==> src/rtl/alu_multicycle_if.sv <==
// Request/result bus of the multi-cycle ALU.
// Handshake: a request transfers on a rising clock edge where in_valid and
// in_ready are both 1; a result transfers on a rising edge where out_valid and
// out_ready are both 1. Valid never waits on ready, and once out_valid is 1
// the result fields hold until the transfer edge.
interface alu_multicycle_if #(
   parameter int WIDTH = 4
);
   logic             in_valid;
   logic             in_ready;
   logic [3:0]       opcode;
   logic [WIDTH-1:0] ain;
   logic [WIDTH-1:0] bin;
   logic             out_valid;
   logic             out_ready;
   logic [WIDTH-1:0] out;
   logic [WIDTH-1:0] out_hi;
   logic             carry;
   logic             dbz;
   logic             err;

   // Requester / result consumer side.
   modport master (
      output in_valid, opcode, ain, bin, out_ready,
      input  in_ready, out_valid, out, out_hi, carry, dbz, err
   );

   // ALU side.
   modport slave (
      input  in_valid, opcode, ain, bin, out_ready,
      output in_ready, out_valid, out, out_hi, carry, dbz, err
   );
endinterface

==> src/rtl/alu_multicycle.sv <==
// Multi-cycle unsigned ALU: add/sub in one working cycle, shift-add multiply
// and restoring divide one bit per cycle. Latency counts the accepting edge as
// edge 1: add/sub/illegal/divide-by-zero report on edge 2, mul/div on edge
// WIDTH+1. Result registers only change when DONE is entered or on reset.
module alu_multicycle #(
   parameter int WIDTH = 4
) (
   input  logic            clock,
   input  logic            reset_n,
   alu_multicycle_if.slave bus,
   output logic [2:0]      o_dbg_state
);
   localparam int CW = $clog2(WIDTH);

   localparam logic [3:0] OP_ADD = 4'b0001;
   localparam logic [3:0] OP_SUB = 4'b0010;
   localparam logic [3:0] OP_MUL = 4'b0011;
   localparam logic [3:0] OP_DIV = 4'b0100;

   typedef enum logic [2:0] {
      S_IDLE  = 3'd0,
      S_ARITH = 3'd1,
      S_MUL   = 3'd2,
      S_DIV   = 3'd3,
      S_DONE  = 3'd4
   } state_t;

   state_t           r_state;
   state_t           w_next_state;

   // Captured request and iterative datapath.
   logic [3:0]       r_op;
   logic [WIDTH-1:0] r_a;
   logic [WIDTH-1:0] r_b;
   logic [WIDTH-1:0] r_hi;   // mul: partial product high half; div: remainder
   logic [WIDTH-1:0] r_lo;   // mul: multiplier/product low half; div: dividend/quotient
   logic [CW-1:0]    r_cnt;

   // Registered result.
   logic [WIDTH-1:0] r_out;
   logic [WIDTH-1:0] r_out_hi;
   logic             r_carry;
   logic             r_dbz;
   logic             r_err;

   logic             w_accept;
   logic             w_last;
   logic [WIDTH:0]   w_mul_sum;
   logic [WIDTH:0]   w_div_shift;
   logic             w_div_ge;
   logic [WIDTH-1:0] w_div_sub;
   logic [WIDTH-1:0] w_step_hi;
   logic [WIDTH-1:0] w_step_lo;
   logic             w_load_res;
   logic [WIDTH-1:0] w_res_lo;
   logic [WIDTH-1:0] w_res_hi;
   logic             w_res_c;
   logic             w_res_d;
   logic             w_res_e;

   assign w_accept    = bus.in_valid && (r_state == S_IDLE);
   assign w_last      = (r_cnt == CW'(WIDTH - 1));

   // Shift-add: add the multiplicand when the current multiplier bit is set.
   assign w_mul_sum   = {1'b0, r_hi} + ({(WIDTH+1){r_lo[0]}} & {1'b0, r_b});
   // Restoring divide: bring in the next dividend bit, subtract if it fits.
   // The low WIDTH bits of the difference are exact whenever it is kept.
   assign w_div_shift = {r_hi, r_lo[WIDTH-1]};
   assign w_div_ge    = (w_div_shift >= {1'b0, r_b});
   assign w_div_sub   = w_div_shift[WIDTH-1:0] - r_b;

   // One iteration step of the multiplier or divider.
   always_comb begin
      w_step_hi = r_hi;
      w_step_lo = r_lo;
      if (r_state == S_MUL) begin
         {w_step_hi, w_step_lo} = {w_mul_sum, r_lo[WIDTH-1:1]};
      end else if (r_state == S_DIV) begin
         w_step_hi = w_div_ge ? w_div_sub : w_div_shift[WIDTH-1:0];
         w_step_lo = {r_lo[WIDTH-2:0], w_div_ge};
      end
   end

   // Next state and the result to latch when DONE is entered.
   always_comb begin
      w_next_state = r_state;
      w_load_res   = 1'b0;
      w_res_lo     = '0;
      w_res_hi     = '0;
      w_res_c      = 1'b0;
      w_res_d      = 1'b0;
      w_res_e      = 1'b0;
      case (r_state)
         S_IDLE: begin
            if (w_accept) begin
               case (bus.opcode)
                  OP_MUL:  w_next_state = S_MUL;
                  OP_DIV:  w_next_state = (bus.bin != '0) ? S_DIV : S_ARITH;
                  default: w_next_state = S_ARITH;
               endcase
            end
         end
         S_ARITH: begin
            w_load_res   = 1'b1;
            w_next_state = S_DONE;
            case (r_op)
               OP_ADD: {w_res_c, w_res_lo} = {1'b0, r_a} + {1'b0, r_b};
               OP_SUB: begin
                  w_res_lo = r_a - r_b;
                  w_res_c  = (r_a < r_b);
               end
               OP_DIV: begin
                  // Only a zero divisor routes a divide through ARITH.
                  w_res_lo = '1;
                  w_res_hi = r_a;
                  w_res_d  = 1'b1;
               end
               default: w_res_e = 1'b1;
            endcase
         end
         S_MUL, S_DIV: begin
            if (w_last) begin
               w_load_res   = 1'b1;
               w_next_state = S_DONE;
               w_res_hi     = w_step_hi;
               w_res_lo     = w_step_lo;
            end
         end
         S_DONE: begin
            if (bus.out_ready) begin
               w_next_state = S_IDLE;
            end
         end
         default: w_next_state = S_IDLE;
      endcase
   end

   // State register.
   always_ff @(posedge clock or negedge reset_n) begin
      if (!reset_n) begin
         r_state <= S_IDLE;
      end else begin
         r_state <= w_next_state;
      end
   end

   // Request capture on acceptance, then one datapath step per MUL/DIV cycle.
   always_ff @(posedge clock or negedge reset_n) begin
      if (!reset_n) begin
         r_op  <= '0;
         r_a   <= '0;
         r_b   <= '0;
         r_hi  <= '0;
         r_lo  <= '0;
         r_cnt <= '0;
      end else if (w_accept) begin
         r_op  <= bus.opcode;
         r_a   <= bus.ain;
         r_b   <= bus.bin;
         r_hi  <= '0;
         r_lo  <= bus.ain;
         r_cnt <= '0;
      end else if ((r_state == S_MUL) || (r_state == S_DIV)) begin
         r_hi  <= w_step_hi;
         r_lo  <= w_step_lo;
         r_cnt <= r_cnt + 1'b1;
      end
   end

   // Result registers, written only on entry to DONE.
   always_ff @(posedge clock or negedge reset_n) begin
      if (!reset_n) begin
         r_out    <= '0;
         r_out_hi <= '0;
         r_carry  <= 1'b0;
         r_dbz    <= 1'b0;
         r_err    <= 1'b0;
      end else if (w_load_res) begin
         r_out    <= w_res_lo;
         r_out_hi <= w_res_hi;
         r_carry  <= w_res_c;
         r_dbz    <= w_res_d;
         r_err    <= w_res_e;
      end
   end

   assign bus.in_ready  = (r_state == S_IDLE);
   assign bus.out_valid = (r_state == S_DONE);
   assign bus.out       = r_out;
   assign bus.out_hi    = r_out_hi;
   assign bus.carry     = r_carry;
   assign bus.dbz       = r_dbz;
   assign bus.err       = r_err;
   assign o_dbg_state   = r_state;
endmodule

==> src/flat_wrapper.sv <==
// flat-port wrapper written by rule: the top's interface ports become plain ports
module alu_multicycle_flat 
#(
   parameter int WIDTH = 4
)
  (clock, reset_n, o_dbg_state, bus_in_valid, bus_opcode, bus_ain, bus_bin, bus_out_ready, bus_in_ready, bus_out_valid, bus_out, bus_out_hi, bus_carry, bus_dbz, bus_err);
  alu_multicycle_if #(.WIDTH(WIDTH)) bus_i ();
  input  logic clock;
  input  logic reset_n;
  output logic [2:0] o_dbg_state;
  input wire logic [$bits(bus_i.in_valid)-1:0] bus_in_valid;
  input wire logic [$bits(bus_i.opcode)-1:0] bus_opcode;
  input wire logic [$bits(bus_i.ain)-1:0] bus_ain;
  input wire logic [$bits(bus_i.bin)-1:0] bus_bin;
  input wire logic [$bits(bus_i.out_ready)-1:0] bus_out_ready;
  output wire logic [$bits(bus_i.in_ready)-1:0] bus_in_ready;
  output wire logic [$bits(bus_i.out_valid)-1:0] bus_out_valid;
  output wire logic [$bits(bus_i.out)-1:0] bus_out;
  output wire logic [$bits(bus_i.out_hi)-1:0] bus_out_hi;
  output wire logic [$bits(bus_i.carry)-1:0] bus_carry;
  output wire logic [$bits(bus_i.dbz)-1:0] bus_dbz;
  output wire logic [$bits(bus_i.err)-1:0] bus_err;
  assign bus_i.in_valid = bus_in_valid;
  assign bus_i.opcode = bus_opcode;
  assign bus_i.ain = bus_ain;
  assign bus_i.bin = bus_bin;
  assign bus_i.out_ready = bus_out_ready;
  assign bus_in_ready = bus_i.in_ready;
  assign bus_out_valid = bus_i.out_valid;
  assign bus_out = bus_i.out;
  assign bus_out_hi = bus_i.out_hi;
  assign bus_carry = bus_i.carry;
  assign bus_dbz = bus_i.dbz;
  assign bus_err = bus_i.err;
  alu_multicycle #(.WIDTH(WIDTH)) u_core (.clock(clock), .reset_n(reset_n), .bus(bus_i), .o_dbg_state(o_dbg_state));
endmodule
==> config.mk <==
export PLATFORM = sky130hd
export DESIGN_NAME = alu_multicycle_flat
export DESIGN_NICKNAME = d
export VERILOG_FILES = /design/src/rtl/alu_multicycle_if.sv /design/src/rtl/alu_multicycle.sv /design/src/flat_wrapper.sv
export SDC_FILE = /design/constraint.sdc
export NUM_CORES = 1
export LEC_CHECK = 0
export CORE_AREA = 2 2 66 68
export CTS_CLUSTER_DIAMETER = 30
export CTS_CLUSTER_SIZE = 12
export DETAILED_ROUTE_END_ITERATION = 6
export DIE_AREA = 0 0 68 70
export HOLD_SLACK_MARGIN = 0.02
export PLACE_DENSITY = 0.95
export SYNTH_ARGS = -nofsm -noshare
export SYNTH_HDL_FRONTEND = slang
export SYNTH_SLANG_ARGS = --single-unit
==> constraint.sdc <==
create_clock -name clock -period 4.92 [get_ports clock]
set_clock_uncertainty 0.05 [all_clocks]
set_input_delay 0.492 -clock clock [delete_from_list [all_inputs] [get_ports clock]]
set_output_delay 0.492 -clock clock [all_outputs]
set_load 0.05 [all_outputs]
# After elaboration in Yosys (flattened, before gate mapping)
# Cells that the tools add are included.
[word_totals]
ff_bits = 36
in_bits = 16
output_inout_bits = 16
elab_cells = 72
[op_classes]
add_sub_neg = 5
magnitude_cmp = 2
n_eq_ne = 13
n_mux = 31
n_bitwise = 1
reduce_logical = 8
[ops]
columns = ["cell", "n"]
rows = [
  ["4-bit two-way mux", 12],
  ["4-bit one-hot mux with 2 select lines", 2],
  ["3-bit one-hot mux with 4 select lines", 1],
  ["4-bit one-hot mux with 3 select lines", 1],
  ["3-bit two-way mux", 3],
  ["4-bit by 2-bit equality test with 1-bit output (second input constant)", 2],
  ["4-bit by 3-bit equality test with 1-bit output (second input constant)", 2],
  ["4-bit subtractor", 2],
  ["3-bit by 2-bit equality test with 1-bit output (second input constant)", 2],
  ["1-bit two-way mux", 6],
  ["2-bit two-way mux", 3],
  ["3-bit one-hot mux with 2 select lines", 1],
  ["4-bit by 4-bit adder with 5-bit output", 1],
  ["4-bit by 5-bit adder with 5-bit output", 1],
  ["5-bit by 4-bit bitwise AND with 5-bit output", 1],
  ["5-bit by 4-bit greater-or-equal comparator with 1-bit output", 1],
  ["4-bit by 1-bit equality test with 1-bit output (second input constant)", 1],
  ["4-bit < comparator", 1],
  ["2-bit by 1-bit != test with 1-bit output (second input constant)", 2],
  ["1-bit one-hot mux with 2 select lines", 2],
  ["4-bit nonzero test", 1],
  ["3-bit by 1-bit equality test with 1-bit output (second input constant)", 1],
  ["3-bit equality test (second input constant)", 1],
  ["3-bit zero test", 1],
  ["other kinds (9)", 9],
]

# Logic depth before layout (Yosys ltp)
[depth]
ltp_word = 6
ltp_mapped = 8
depth_no_buf = 8

# Worst setup path after synthesis
# Ideal clock, no wire load.
[synth_timing]
path_type = "register -> register"
start = "reg u_core.r_state[0], in the netlist u_core.o_dbg_state[0]"
end = "reg u_core.r_hi[3]"
setup_time_ns = 0.138
arrival_ns = 2.671
required_time_ns = 4.732
setup_slack_ns = 2.061
path_stages_with_launch = 7
n_path_buf = 2
period_less_slack_ns = 2.859
cell_sequence = "dfrtp_1 buf_4 nor3_1 nand2_1 clkbuf_1 nand3_1 o21ai_0"
[synth_via]
word_cells_on_any_way = 10
cone_classes = "eq/ne: 2; mux: 4; reduce/logical: 4"
[synth_lines]
columns = ["element", "line", "text"]
rows = [
  ["from (decl)", "alu_multicycle.sv:28", "state_t r_state;"],
  ["from (signal assigned)", "alu_multicycle.sv:143", "r_state <= w_next_state;"],
  ["3-bit zero test (*)", "--", ""],
  ["named net bus_in_ready", "flat_wrapper.sv:16", "output wire logic [$bits(bus_i.in_ready)-1:0] bus_in_ready;"],
  ["1-bit logical AND (*)", "alu_multicycle.sv:61", "assign w_accept = bus.in_valid && (r_state == S_IDLE);"],
  ["4-bit two-way mux / 2-bit nonzero test (equally long branches)", "--", ""],
  ["to (signal assigned)", "alu_multicycle.sv:164", "r_hi <= w_step_hi;"],
  ["to (decl)", "alu_multicycle.sv:35", "logic [WIDTH-1:0] r_hi;"],
]
# Mark *: on every way through the listed nets, which the timed path passes. The rest lies on a longest branch. The select of a mux whose other input is x is not followed.
# A chain may end at the register's enable or synchronous reset.

# Worst setup path after layout
[layout_timing]
start = "reg u_core.r_state[0], in the netlist u_core.o_dbg_state[0]"
end = "out bus_in_ready"
[layout_via]
elab_chain_len = 1
[layout_rtl]
columns = ["element", "line", "text"]
rows = [
  ["3-bit zero test", "alu_multicycle.sv:187", "assign bus.in_ready = (r_state == S_IDLE);"],
  ["to (decl)", "flat_wrapper.sv:16", ""],
]
# No other way between the ends.

==> run_results.csv <==
group,metric,value,unit
cts,numCtsBuffers,5,
drt,wl_per_cell,17.6,µm
sta,fin_ws,2190,ps
logic_synthesis,yosys_most_used_dff,"dfrtp_1",
floorplanning,die-area,0.00476,mm²
grt,grtUsageTotal,28.2,%
drt,viasPerCell,6.31,
floorplanning,start_util,56.3,%
cts,htreeDepth,2,
drt,drtIter0Drc,189,
critical_path,arrival,2190,ps
sta,rsz0062_at_grt,"no",
logic_synthesis,synth_cells,256,
logic_synthesis,yosys_warnings,0,
placed_design,gp_congestion,0.959,
grt,overflow,0,
logic_synthesis,synth_area_leaders,"dfrtp_1 39%, ha_1 9.1%, nand2_1 6.6%",
finish,fin_cells,338,
logic_synthesis,ys_ff_latch,36,
power,p_leak,1.24,nW
drt,drtPass1Iterations,4,
logic_synthesis,ys_async_sr_fraction,100,%
sta,finalHoldViolCount,0,
critical_path,setup.worst_path.end_class,"output pin",
outcome,outcome,"complete, no violations",
cts,path_clk_slew,80,ps
critical_path,max_stage_delay,870,ps
floorplanning,ioPinCount,32,
critical_path,slowest_stage,"clkdlybuf4s50_1",
logic_synthesis,synth-seq-area-share,38.6,%
grt,antenna_found_initial,0,
placed_design,hpwl,4.27,mm
critical_path,path_class,"register to output pin",
floorplanning,coreArea,0.00414,mm²
finish,antenna_cells,0,
flow_run,maxCapViolations,0,
placed_design,io_buffers,31,
critical_path,worst-path-buf-inv,1,
cts,post_cts_buffers,0,
floorplanning,fp.dieW,68,µm
drt,wirelength,5.95,mm
critical_path,crit_chain,"nor3_1, clkdlybuf4s50_1",
logic_synthesis,netlist_area,0.00233,mm²
grt,grt_pass1_wl,10.0,mm
drt,drc_errors,0,
sta,timing.final.crit_share,55.5,%
grt,grt_pass1_vias,2118,
critical_path,cp-start-kind,"register",
sta,hold-worst-slack,428,ps
critical_path,path_delay_family,"buffers and inverters",
cts,postCtsHoldBufs,0,
cts,cts_sinks,36,
sta,finalSetupViolations,0,
logic_synthesis,syn-num-nets,293,
sta,slew-limit-headroom,49.7,%
sta,tightest_slew,749,ps
sta,fin_crit,2730,ps
cts,clk_path_buf_depth,2,
floorplanning,die_h,70,µm
logic_synthesis,synth_area_leader_cell,"dfrtp_1",
drt,vias,2133,
placed_design,placed_cells,330,
sta,final_max_slew_viol_count,0,
sta,fmax,0.366,GHz
floorplanning,core.rowCount,24,
cts,cts_tree,"yes",
hold_path,hold_class,"register to register",
critical_path,required,4380,ps
logic_synthesis,synth_edf_count,0,
grt,grt_max_degree,37,
logic_synthesis,avgSynthCellArea,9.11,µm²
sta,tns,0,ps
critical_path,crit_path_max_fanout,20,
cts,clk_latency,300,ps
power,p_per_area,746,mW/mm²
finish,drive_gt1_share,5.94,%
placed_design,dp_slack,2530,ps
drt,ant_nets,0,
cts,cts_resized,0,
finish,area_growth,18.5,%
power,vdd_drop_max,0.481,mV
cts,root_buffer,"clkbuf_8",
finish,layout.nets,322,
logic_synthesis,yosys.area.top_type_share,38.6,%
logic_synthesis,synthDistinctLibCells,56,
cell usage in the layout (no fill, tap or decap), types with 3 or more instances in the layout:
cell type,netlist,layout
ha_1,17,17
dfrtp_1,36,36
a21o_1,3,3
o21ai_0,18,18
a211oi_1,5,5
and2_1,5,5
nor2_1,20,20
a31oi_1,3,3
nand2_1,41,41
inv_1,12,12
mux2i_1,5,5
clkbuf_8,0,6
clkdlybuf4s50_1,0,31
a21oi_1,11,11
nand2b_1,3,3
fa_1,4,4
a22oi_1,4,4
nor3_1,5,5
nand3_1,6,6
tightest hold or removal path: cells and delay by family (launching register included):
family	cells	cell delay (ps)
and+or+nand+nor	1	40
DFF	1	340
AOI/OAI and AO/OA	1	60
routing by layer:
metal / global-route usage (%) / part of all wire (%) / routed length [µm] / vias up
met1: 37.8 / 42 / 2490 / 1022
met5: 0 / 0 / 0 / -
li1: - / - / - / 977
met4: 12.4 / 3.0 / 178 / 0
met3: 6.60 / 8.0 / 474 / 17
met2: 42.9 / 47 / 2810 / 117
state kept, by name, summed over array words and instances, names as in the netlist, 2 cells and up:
signal,flops
u_core.bus.out,4
u_core.r_op,4
u_core.r_hi,4
u_core.r_a,4
u_core.o_dbg_state,3
u_core.bus.out_hi,4
u_core.r_cnt,2
u_core.r_b,4
u_core.r_lo,4
cell families (layout without fill, tap and decap cells):
kind of cell | after synthesis | count (layout) | share of synthesized area, %
AND/OR/NAND/NOR | 95 | 95 | 19.6
AO/OA/AOI/OAI | 74 | 74 | 22.0
flip-flops | 36 | 36 | 38.6
buffers and inverters | 22 | 52 | 3.92
adder cells (fa/ha/maj) | 21 | 21 | 12.6
multiplexers | 5 | 5 | 2.15
XOR/XNOR | 3 | 3 | 1.13
report_power, final:
part           total [W]  internal [W]  switching, W
clock network   0.000227      0.000114      0.000113
registers       0.000611      0.000425      0.000187
logic            0.00122      0.000472      0.000750
cells in the mapped netlist (4+ instances only):
library cell and n:
a211oi_1 5, a21oi_1 11, a22oi_1 4, and2_1 5, clkbuf_1 7, dfrtp_1 36, fa_1 4, ha_1 17
inv_1 12, mux2i_1 5, nand2_1 41, nand3_1 6, nor2_1 20, nor3_1 5, o21ai_0 18
worst paths after layout:
path | startpoint | endpoint | slack (ps) | depth (start not counted)
hold / removal | u_core.bus.err$_DFFE_PN0P_ | u_core.bus.err$_DFFE_PN0P_ | 430 | 2
setup / recovery | u_core.o_dbg_state[0]$_DFFE_PN0P_ | bus_in_ready | 2190 | 2
min in group asynchronous | reset_n | u_core.bus.out_hi[0]$_DFFE_PN0P_ | 560 | 2
max in group asynchronous | reset_n | u_core.bus.dbz$_DFFE_PN0P_ | 3940 | 2
hold reg to reg | u_core.bus.err$_DFFE_PN0P_ | u_core.bus.err$_DFFE_PN0P_ | 430 | 2
setup reg to reg | u_core.r_b[1]$_DFFE_PN0P_ | u_core.bus.out[0]$_DFFE_PN0P_ | 2480 | 7
area by class of cell:
type,count,area (µm²)
flip-flops and latches,36,901
fillers,324,1380
multi-input cells,198,1340
clock inverters,1,7.51
repair buffers,32,318
clock buffers,7,86.3
well taps,52,65.1
inverters,12,45.0
per-stage QoR:
stage | area, µm² | power, W | util (%)
6_report | 2760 | 0.00206 | 66.6
5_1_grt | 2760 | 0.00222 | 66.6
4_1_cts | 2760 | 0.00205 | 66.6
3_5_place_dp | 2670 | 0.00181 | 64.4
3_3_place_gp | 2670 | 0.00178 | 64.4
2_1_floorplan | 2330 | 0.00147 | -
Note: power is estimated with default switching activity, not from simulation.
